$ cat src/rtl/muldiv_ctrl.sv
// Sequencer for the EX-stage multiply/divide path: issues one op at a time, owns the
// shared adder while the op is busy, stalls stage 1 until writeback, aborts on kill/timeout.
module muldiv_ctrl #(
    parameter  int MAX_CYCLES = 40,
    localparam int CNT_W      = $clog2(MAX_CYCLES)
) (
    input  logic       clk_i,
    input  logic       rst_ni,
    input  logic       req_valid_i,
    input  logic [2:0] funct3_i,
    input  logic       kill_i,
    input  logic       hold_i,
    input  logic       mul_finish_i,
    input  logic       div_finish_i,
    output logic       mulit_en_o,
    output logic       div_en_o,
    output logic [1:0] alu_owner_o,
    output logic       stall_o,
    output logic       wb_en_o,
    output logic       busy_o,
    output logic       timeout_o
);

    typedef enum logic [1:0] {
        IDLE = 2'd0,
        MUL  = 2'd1,
        DIV  = 2'd2,
        WB   = 2'd3
    } state_t;

    localparam logic [CNT_W-1:0] CNT_LAST = CNT_W'(MAX_CYCLES - 1);

    state_t           state_reg, state_next;
    logic [CNT_W-1:0] cnt_reg, cnt_next;
    logic             mul_en_reg, mul_en_next;
    logic             div_en_reg, div_en_next;
    logic             timeout_reg, timeout_next;

    // Only funct3[2] selects the family; the low bits pick the op inside the datapath.
    logic unused_funct3;
    assign unused_funct3 = ^funct3_i[1:0];

    always_ff @(posedge clk_i or negedge rst_ni) begin
        if (!rst_ni) begin
            state_reg   <= IDLE;
            cnt_reg     <= '0;
            mul_en_reg  <= 1'b0;
            div_en_reg  <= 1'b0;
            timeout_reg <= 1'b0;
        end else begin
            state_reg   <= state_next;
            cnt_reg     <= cnt_next;
            mul_en_reg  <= mul_en_next;
            div_en_reg  <= div_en_next;
            timeout_reg <= timeout_next;
        end
    end

    always_comb begin
        state_next   = state_reg;
        cnt_next     = cnt_reg;
        mul_en_next  = mul_en_reg;
        div_en_next  = div_en_reg;
        timeout_next = 1'b0;
        alu_owner_o  = 2'd0;
        stall_o      = 1'b0;
        wb_en_o      = 1'b0;

        case (state_reg)
            IDLE: begin
                cnt_next = '0;
                if (req_valid_i && !kill_i) begin
                    stall_o = 1'b1;
                    if (funct3_i[2]) begin
                        state_next  = DIV;
                        div_en_next = 1'b1;
                    end else begin
                        state_next  = MUL;
                        mul_en_next = 1'b1;
                    end
                end
            end
            MUL, DIV: begin
                alu_owner_o = (state_reg == MUL) ? 2'd1 : 2'd2;
                stall_o     = 1'b1;
                if (kill_i) begin
                    state_next  = IDLE;
                    mul_en_next = 1'b0;
                    div_en_next = 1'b0;
                end else if ((state_reg == MUL) ? mul_finish_i : div_finish_i) begin
                    // Enable stays high through WB so the result mux does not move.
                    state_next = WB;
                end else if (cnt_reg == CNT_LAST) begin
                    state_next   = IDLE;
                    mul_en_next  = 1'b0;
                    div_en_next  = 1'b0;
                    timeout_next = 1'b1;
                end else begin
                    cnt_next = cnt_reg + CNT_W'(1);
                end
            end
            WB: begin
                if (kill_i) begin
                    state_next  = IDLE;
                    mul_en_next = 1'b0;
                    div_en_next = 1'b0;
                end else if (hold_i) begin
                    stall_o = 1'b1;
                end else begin
                    wb_en_o     = 1'b1;
                    state_next  = IDLE;
                    mul_en_next = 1'b0;
                    div_en_next = 1'b0;
                end
            end
            default: state_next = IDLE;
        endcase
    end

    assign mulit_en_o = mul_en_reg;
    assign div_en_o   = div_en_reg;
    assign timeout_o  = timeout_reg;
    assign busy_o     = (state_reg != IDLE);

endmodule

$ cat config.mk
export PLATFORM = sky130hd
export DESIGN_NAME = muldiv_ctrl
export DESIGN_NICKNAME = d
export VERILOG_FILES = /design/src/rtl/muldiv_ctrl.sv
export SDC_FILE = /design/constraint.sdc
export NUM_CORES = 1
export LEC_CHECK = 0
export ABC_AREA = 1
export ABC_CLOCK_PERIOD_IN_PS = 1900
export CAP_MARGIN = 15
export CORE_MARGIN = 10
export CORE_UTILIZATION = 47
export CTS_CLUSTER_SIZE = 10
export DETAILED_ROUTE_END_ITERATION = 12
export PLACE_DENSITY = 0.76
export SLEW_MARGIN = 10
export SYNTH_ARGS = -nofsm -noshare
export SYNTH_HDL_FRONTEND = slang
export SYNTH_SLANG_ARGS = --single-unit
export TNS_END_PERCENT = 10
$ cat constraint.sdc
create_clock -name clk_i -period 1.9 [get_ports clk_i]
set_input_delay 0.475 -clock clk_i [delete_from_list [all_inputs] [get_ports clk_i]]
set_output_delay 0.475 -clock clk_i [all_outputs]
set_load 0.02 [all_outputs]
==> run_results.csv, run 1 <==
group,metric,value,unit
status,status,"complete, no violations",
global_route,grt_antenna_before_repair,0,
floorplanning,ios,18,
clocking,cts_max_level,1,
power,ir_drop,0.8454,mV
final_layout,num_antenna_cells,0,
sta,final.setup.tns,0,ns
synthesis,syn-num-nets,122,
run,maxCapViolCount,0,
power,clockPowerShare,11.5,%
synthesis,synthTopCellsByCount,"37 x nand2_1, 15 x inv_1, 15 x nand3_1",
synthesis,post_synth_xor_area_fraction,1.173,%
sta,min_period_over_period,99.10,%
clocking,numCtsBuffers,3,
global_route,grt_pass1_wl,2.973,mm
final_layout,fill_cells,127,
critical_path,worstPathMaxFanout,3,
placement,dp.cells,145,
power,p_int,719.4,uW
power,seq_power_share,25.8,%
synthesis,ys_warn_count,0,
final_layout,fin_cells,149,
floorplanning,die-area,3584,sq um
sta,fmaxAchievable,531.1,MHz
synthesis,async_flop_share,100.0,%
route,wire_per_inst,10.57,um
clocking,cts_hold_buf,0,
final_layout,syn_to_final_growth,31.16,%
sta,maxSlewHeadroom,66.43,%
synthesis,syn_area_per_cell,6.981,sq um
route,vias,705,
route,drtPass1Iterations,4,
worst_hold_path,holdCritPathClass,"register to register",
power,combPwrFrac,62.7,%
sta,hold_viol,0,
synthesis,yosysMostFrequentCell,"nand2_1",
global_route,grt_overflow_total,0,
critical_path,worstSetupPathType,"primary input to primary output",
sta,setup_viol,0,
placement,gp_congestion,0.8072,
synthesis,ys_seq_area_share,36.85,%
route,drtIter0Drc,13,
sta,rsz0062_at_grt,"true",
synthesis,synth_adder_area_share,8.375,%
clocking,clock_latency,0.26,ns
clocking,cts_setup_buffers,0,
final_layout,drive_gt1_share,18.05,%
clocking,clockBufferDepth,2,
route,drcViolationCount,0,
critical_path,critPathCaptureType,"primary output",
synthesis,synth_cell_types,17,
synthesis,synthesis.area,747.0,sq um
synthesis,yosys.area.top_type_share,36.85,%
synthesis,synthMuxAreaShare,0,%
sta,fin_crit,1.883,ns
synthesis,synth_edf_count,0,
synthesis,ys_seq_elements,11,
final_layout,regArea,275.3,sq um
synthesis,synthTopCellsByArea,"dfrtp_1 37%, nand2_1 19%, nand3_1 10%",
route,vias_per_cell,4.732,
global_route,grt_start_max_net_pins,13,
power,power.net_switching,622.7,uW
global_route,grtUsageTotal,10.33,%
synthesis,synth_top_family_by_area,"simple AND/OR/NAND/NOR gates",
placement,place.port_buffers,15,
synthesis,synth-simple-area-share,41.54,%
clocking,root_buffer,"clkbuf_4",
power,powerDensity,1370,nW/um^2
floorplanning,die_y,59.87,um
synthesis,synth_cells,107,
floorplanning,chipWidth,59.87,um
sta,slew_viol_final,0,
floorplanning,initial_core_util,49.58,%
power,p_leak,0.5571,nW
global_route,grt_pass1_vias,743,
synthesis,synth_top_flop_cell,"dfrtp_1",
final_layout,multi_input_area,401.6,sq um
floorplanning,rows,14,
final_layout,largest_reg_flops,6,
clocking,cts_sinks,11,
route,wirelength,1.575,mm
critical_path,crit_arrival,1.41,ns
synthesis,synth_area_leader_cell,"dfrtp_1",
floorplanning,core,1506,sq um
clocking,cts_tree,"done",
power,p_sw_share,46.40,%
final_layout,fin_nets,149,
critical_path,cp.required,1.42,ns
critical_path,start_kind,"primary input",
clocking,path_clk_slew,0.07,ns
sta,clock_skew,0.002332,ns
placement,hpwlAfterDp,1.293,mm
sta,worstMarginPinSlew,0.5020,ns
route,ant_nets,0,
synthesis,synth_compound_area_share,2.010,%
-- cell usage in the layout, fill, tap and decap left out, drive strengths merged, types with 4 or more instances in the layout --
master and count:
nand3 16, clkbuf 4, inv 17, nand2 39, nor2 11, ha 5
dfrtp 11, clkdlybuf4s50 10, buf 11
-- layer usage --
metal	GRT usage, %	share of wire [%]
met2	18.53	48
met1	10.91	45
met5	0	0
met3	4.661	6.3
met4	1.603	0
-- path summary, 6_finish.rpt --
path                                   start          to  slack, ns  cells past startpoint
worst max-delay path                  kill_i     stall_o       0.02                      7
worst min register to register      div_en_o    div_en_o       0.47                      2
worst max register to register  state_reg[1]  cnt_reg[2]       0.23                     11
worst min-delay path                div_en_o    div_en_o       0.47                      2
min in group asynchronous             rst_ni   timeout_o       0.54                      1
max in group asynchronous             rst_ni  cnt_reg[1]       1.02                      1
-- metrics by stage --
step           hold slack [ns]  setup slack (ns)  power (mW)  util [%]  instance area (sq um)
2_1_floorplan           0.1794            0.2881      0.8846         -                  747.0
3_3_place_gp            0.4573           -0.3935       1.220     64.12                  965.9
3_5_place_dp            0.4598           -0.4466       1.241     64.12                  965.9
4_1_cts                 0.4769         -0.003135       1.364     65.53                  987.2
5_1_grt                 0.5237          -0.09558       1.496     65.03                  979.7
6_report                0.4710           0.01712       1.342     65.03                  979.7
-- kinds of logic (layout without fill, tap and decap cells) --
family / after synthesis / count (layout)
adder cells (fa/ha/maj): 5 / 5
AND/OR/NAND/NOR: 69 / 69
XOR/XNOR: 1 / 1
AO/OA/AOI/OAI: 3 / 3
flip-flops: 11 / 11
buffers and inverters: 18 / 44
-- cell type report --
cell class | instances | share of cell area, %
sequential | 11 | 28.10
clock buffer | 4 | 2.682
tap | 16 | 2.043
multi-input combinational | 78 | 41.00
inverter | 17 | 6.513
timing repair buffer | 23 | 19.67
-- power groups by stage --
| stage | clock [mW] | sequential [mW] | combinational, mW |
|---|---|---|---|
| after floorplan | 0 | 0.371 | 0.514 |
| after global placement | 0 | 0.348 | 0.872 |
| after detailed placement | 0 | 0.350 | 0.890 |
| after CTS | 0.160 | 0.346 | 0.858 |
| after global routing | 0.170 | 0.357 | 0.969 |
| final | 0.154 | 0.347 | 0.841 |
-- worst max-delay path: stages --
cell             delay, ns
clkdlybuf4s50_1       0.41
inv_1                 0.12
nand3_2               0.08
nand3_1               0.08
nand2_1               0.05
inv_1                 0.04
buf_2                 0.15
-- repair_timing --
item / 4_1_cts / 5_1_grt
resized for setup: 12 / 4
endpoints found under the hold margin: 0 / 0
setup endpoints to repair: 5 / 3
Note: power is estimated with default switching activity, not from simulation.
==> inputs of run 2 (changes only) <==
--- a/config.mk
+++ b/config.mk
@@ -8,11 +8,13 @@
 export ABC_AREA = 1
 export ABC_CLOCK_PERIOD_IN_PS = 1900
 export CAP_MARGIN = 15
+export CELL_PAD_IN_SITES_DETAIL_PLACEMENT = 0
+export CELL_PAD_IN_SITES_GLOBAL_PLACEMENT = 1
 export CORE_MARGIN = 10
-export CORE_UTILIZATION = 47
+export CORE_UTILIZATION = 33
 export CTS_CLUSTER_SIZE = 10
 export DETAILED_ROUTE_END_ITERATION = 12
-export PLACE_DENSITY = 0.76
+export PLACE_DENSITY_LB_ADDON = 0.1
 export SLEW_MARGIN = 10
 export SYNTH_ARGS = -nofsm -noshare
 export SYNTH_HDL_FRONTEND = slang
==> run_results.csv, run 2 (same netlist as run 1, synthesis figures left out) <==
group,metric,value,unit
run,maxCapViolCount,0,
global_route,grtUsageTotal,8.103,%
placement,preCtsSetupSlack,-0.4177,ns
final_layout,drive_gt1_share,22.39,%
clocking,path_clk_slew,0.07,ns
clocking,clock_latency,0.27,ns
final_layout,final_cell_mix,"37 x nand2_1, 13 x inv_1, 13 x nand3_1",
floorplanning,ios,18,
route,drtIter0Drc,16,
final_layout,largest_reg_flops,6,
route,vias,710,
worst_hold_path,hold_start,"div_en_o",
global_route,grt_pass1_vias,654,
critical_path,max_stage_delay,0.49,ns
global_route,grt_antenna_before_repair,0,
placement,hpwlAfterDp,1.385,mm
sta,fin_crit,1.822,ns
sta,min_period_over_period,95.90,%
clocking,numCtsBuffers,3,
sta,setup_viol,0,
critical_path,worstSetupPathType,"primary input to primary output",
final_layout,num_antenna_cells,0,
route,wirelength,1.706,mm
placement,gp_congestion,0.7489,
critical_path,worstPathMaxFanout,2,
critical_path,cp_slowest_cell,"clkdlybuf4s50_1",
sta,rsz0062_at_grt,"true",
power,p_leak,0.5662,nW
floorplanning,chipWidth,67.58,um
sta,slew_viol_final,0,
floorplanning,die-area,4566,sq um
sta,whs,0.4862,ns
critical_path,crit_arrival,1.35,ns
sta,clock_skew,0.007465,ns
global_route,grt_pass1_wl,2.863,mm
power,powerDensity,1389,nW/um^2
route,drtPass1Iterations,4,
floorplanning,die_y,67.58,um
status,status,"complete, no violations",
clocking,cts_max_level,1,
critical_path,crit_chain,"clkdlybuf4s50_1, nand3_2, nand3_2, nand2_1, inv_1, buf_6",
sta,maxSlewHeadroom,64.88,%
sta,fmaxAchievable,548.8,MHz
route,ant_nets,0,
final_layout,final_common_cell,"nand2_1",
floorplanning,core,2191,sq um
sta,setup_ws,0.07791,ns
route,drcViolationCount,0,
global_route,grt_use_met1,9.774,%
clocking,root_buffer,"clkbuf_4",
clocking,cts_sinks,11,
critical_path,start_kind,"primary input",
clocking,cts_hold_buf,0,
critical_path,r2r_start,"state_reg[0]",
global_route,grt_start_max_net_pins,13,
final_layout,syn_to_final_growth,41.04,%
floorplanning,initial_core_util,34.09,%
route,wire_per_inst,10.53,um
final_layout,final_core_util,48.09,%
critical_path,ff2ff_path_depth,10,
sta,worstMarginPinSlew,0.5251,ns
sta,hold_viol,0,
global_route,grt_overflow_total,0,
final_layout,fill_cells,232,
clocking,clockBufferDepth,2,
critical_path,cpMostUsedCell,"nand3_2",
critical_path,critPathCaptureType,"primary output",
clocking,cts_setup_buffers,0,
critical_path,setup.worst_path.start,"hold_i",
clocking,cts_tree,"done",
worst_hold_path,hold_depth,2,
floorplanning,rows,17,
global_route,grt_use_met3,3.802,%
critical_path,cp.required,1.42,ns
placement,place.port_buffers,15,
worst_hold_path,holdCritPathClass,"register to register",
global_route,grt_most_used_layer,"met2",
power,ir_drop,0.7390,mV
final_layout,fin_nets,150,
route,vias_per_cell,4.383,
global_route,grtUsageMet2,12.44,%
## run 2: changes by cell type in the layout (fill, tap and decap cells not counted), sizes merged
cell | before | now
clkdlybuf4s15 | 0 | 3
clkdlybuf4s50 | 10 | 9
dlygate4sd2 | 2 | 0
dlymetal6s2s | 0 | 1
## run 2: power by group
part           internal [mW]  total (mW)  leakage [nW]  switching [mW]
logic                  0.411       0.952         0.406           0.540
clock network         0.0812       0.156        0.0150          0.0749
registers              0.301       0.356         0.145          0.0553
## run 2: worst paths after layout
kind                       slack [ns]           end
max in group asynchronous        0.96  state_reg[0]
min reg2reg                      0.49      div_en_o
max reg2reg                      0.18    cnt_reg[0]
max                              0.08       stall_o
min                              0.49      div_en_o
min in group asynchronous        0.55     timeout_o
## run 2: through the flow
stage          cells  setup TNS [ns]  cell area (sq um)  total power, mW
4_1_cts          162               0               1003            1.388
6_report         162               0               1054            1.464
3_3_place_gp     158         -0.7712              988.4            1.256
3_5_place_dp     158         -0.8158              988.4            1.265
5_1_grt          162        -0.01693               1054            1.609
2_1_floorplan    107               0              747.0           0.8846
## run 2: cell type report
class | count | area [sq um] | share of cell area, %
inverter | 17 | 66.31 | 6.295
timing repair buffer | 24 | 217.7 | 20.67
tap | 28 | 35.03 | 3.325
multi-input combinational | 78 | 431.7 | 40.97
clock buffer | 4 | 26.28 | 2.494
sequential | 11 | 276.5 | 26.25
## run 2: per-layer routing
layer,share of wire (%),vias up
met1,46,306
met4,0.82,0
met2,46,15
li1,-,387
met3,6.8,2
met5,0,-
## run 2: worst max-delay path: cells and delay by family
kind | cells | cell delay [ns]
buf+inv | 3 | 0.66
simple gates | 3 | 0.20
## run 2: what timing repair did
action | CTS | global route
setup endpoints to repair | 5 | 4
gates resized for setup | 13 | 14
cloned | 0 | 0
pin swaps | 0 | 1
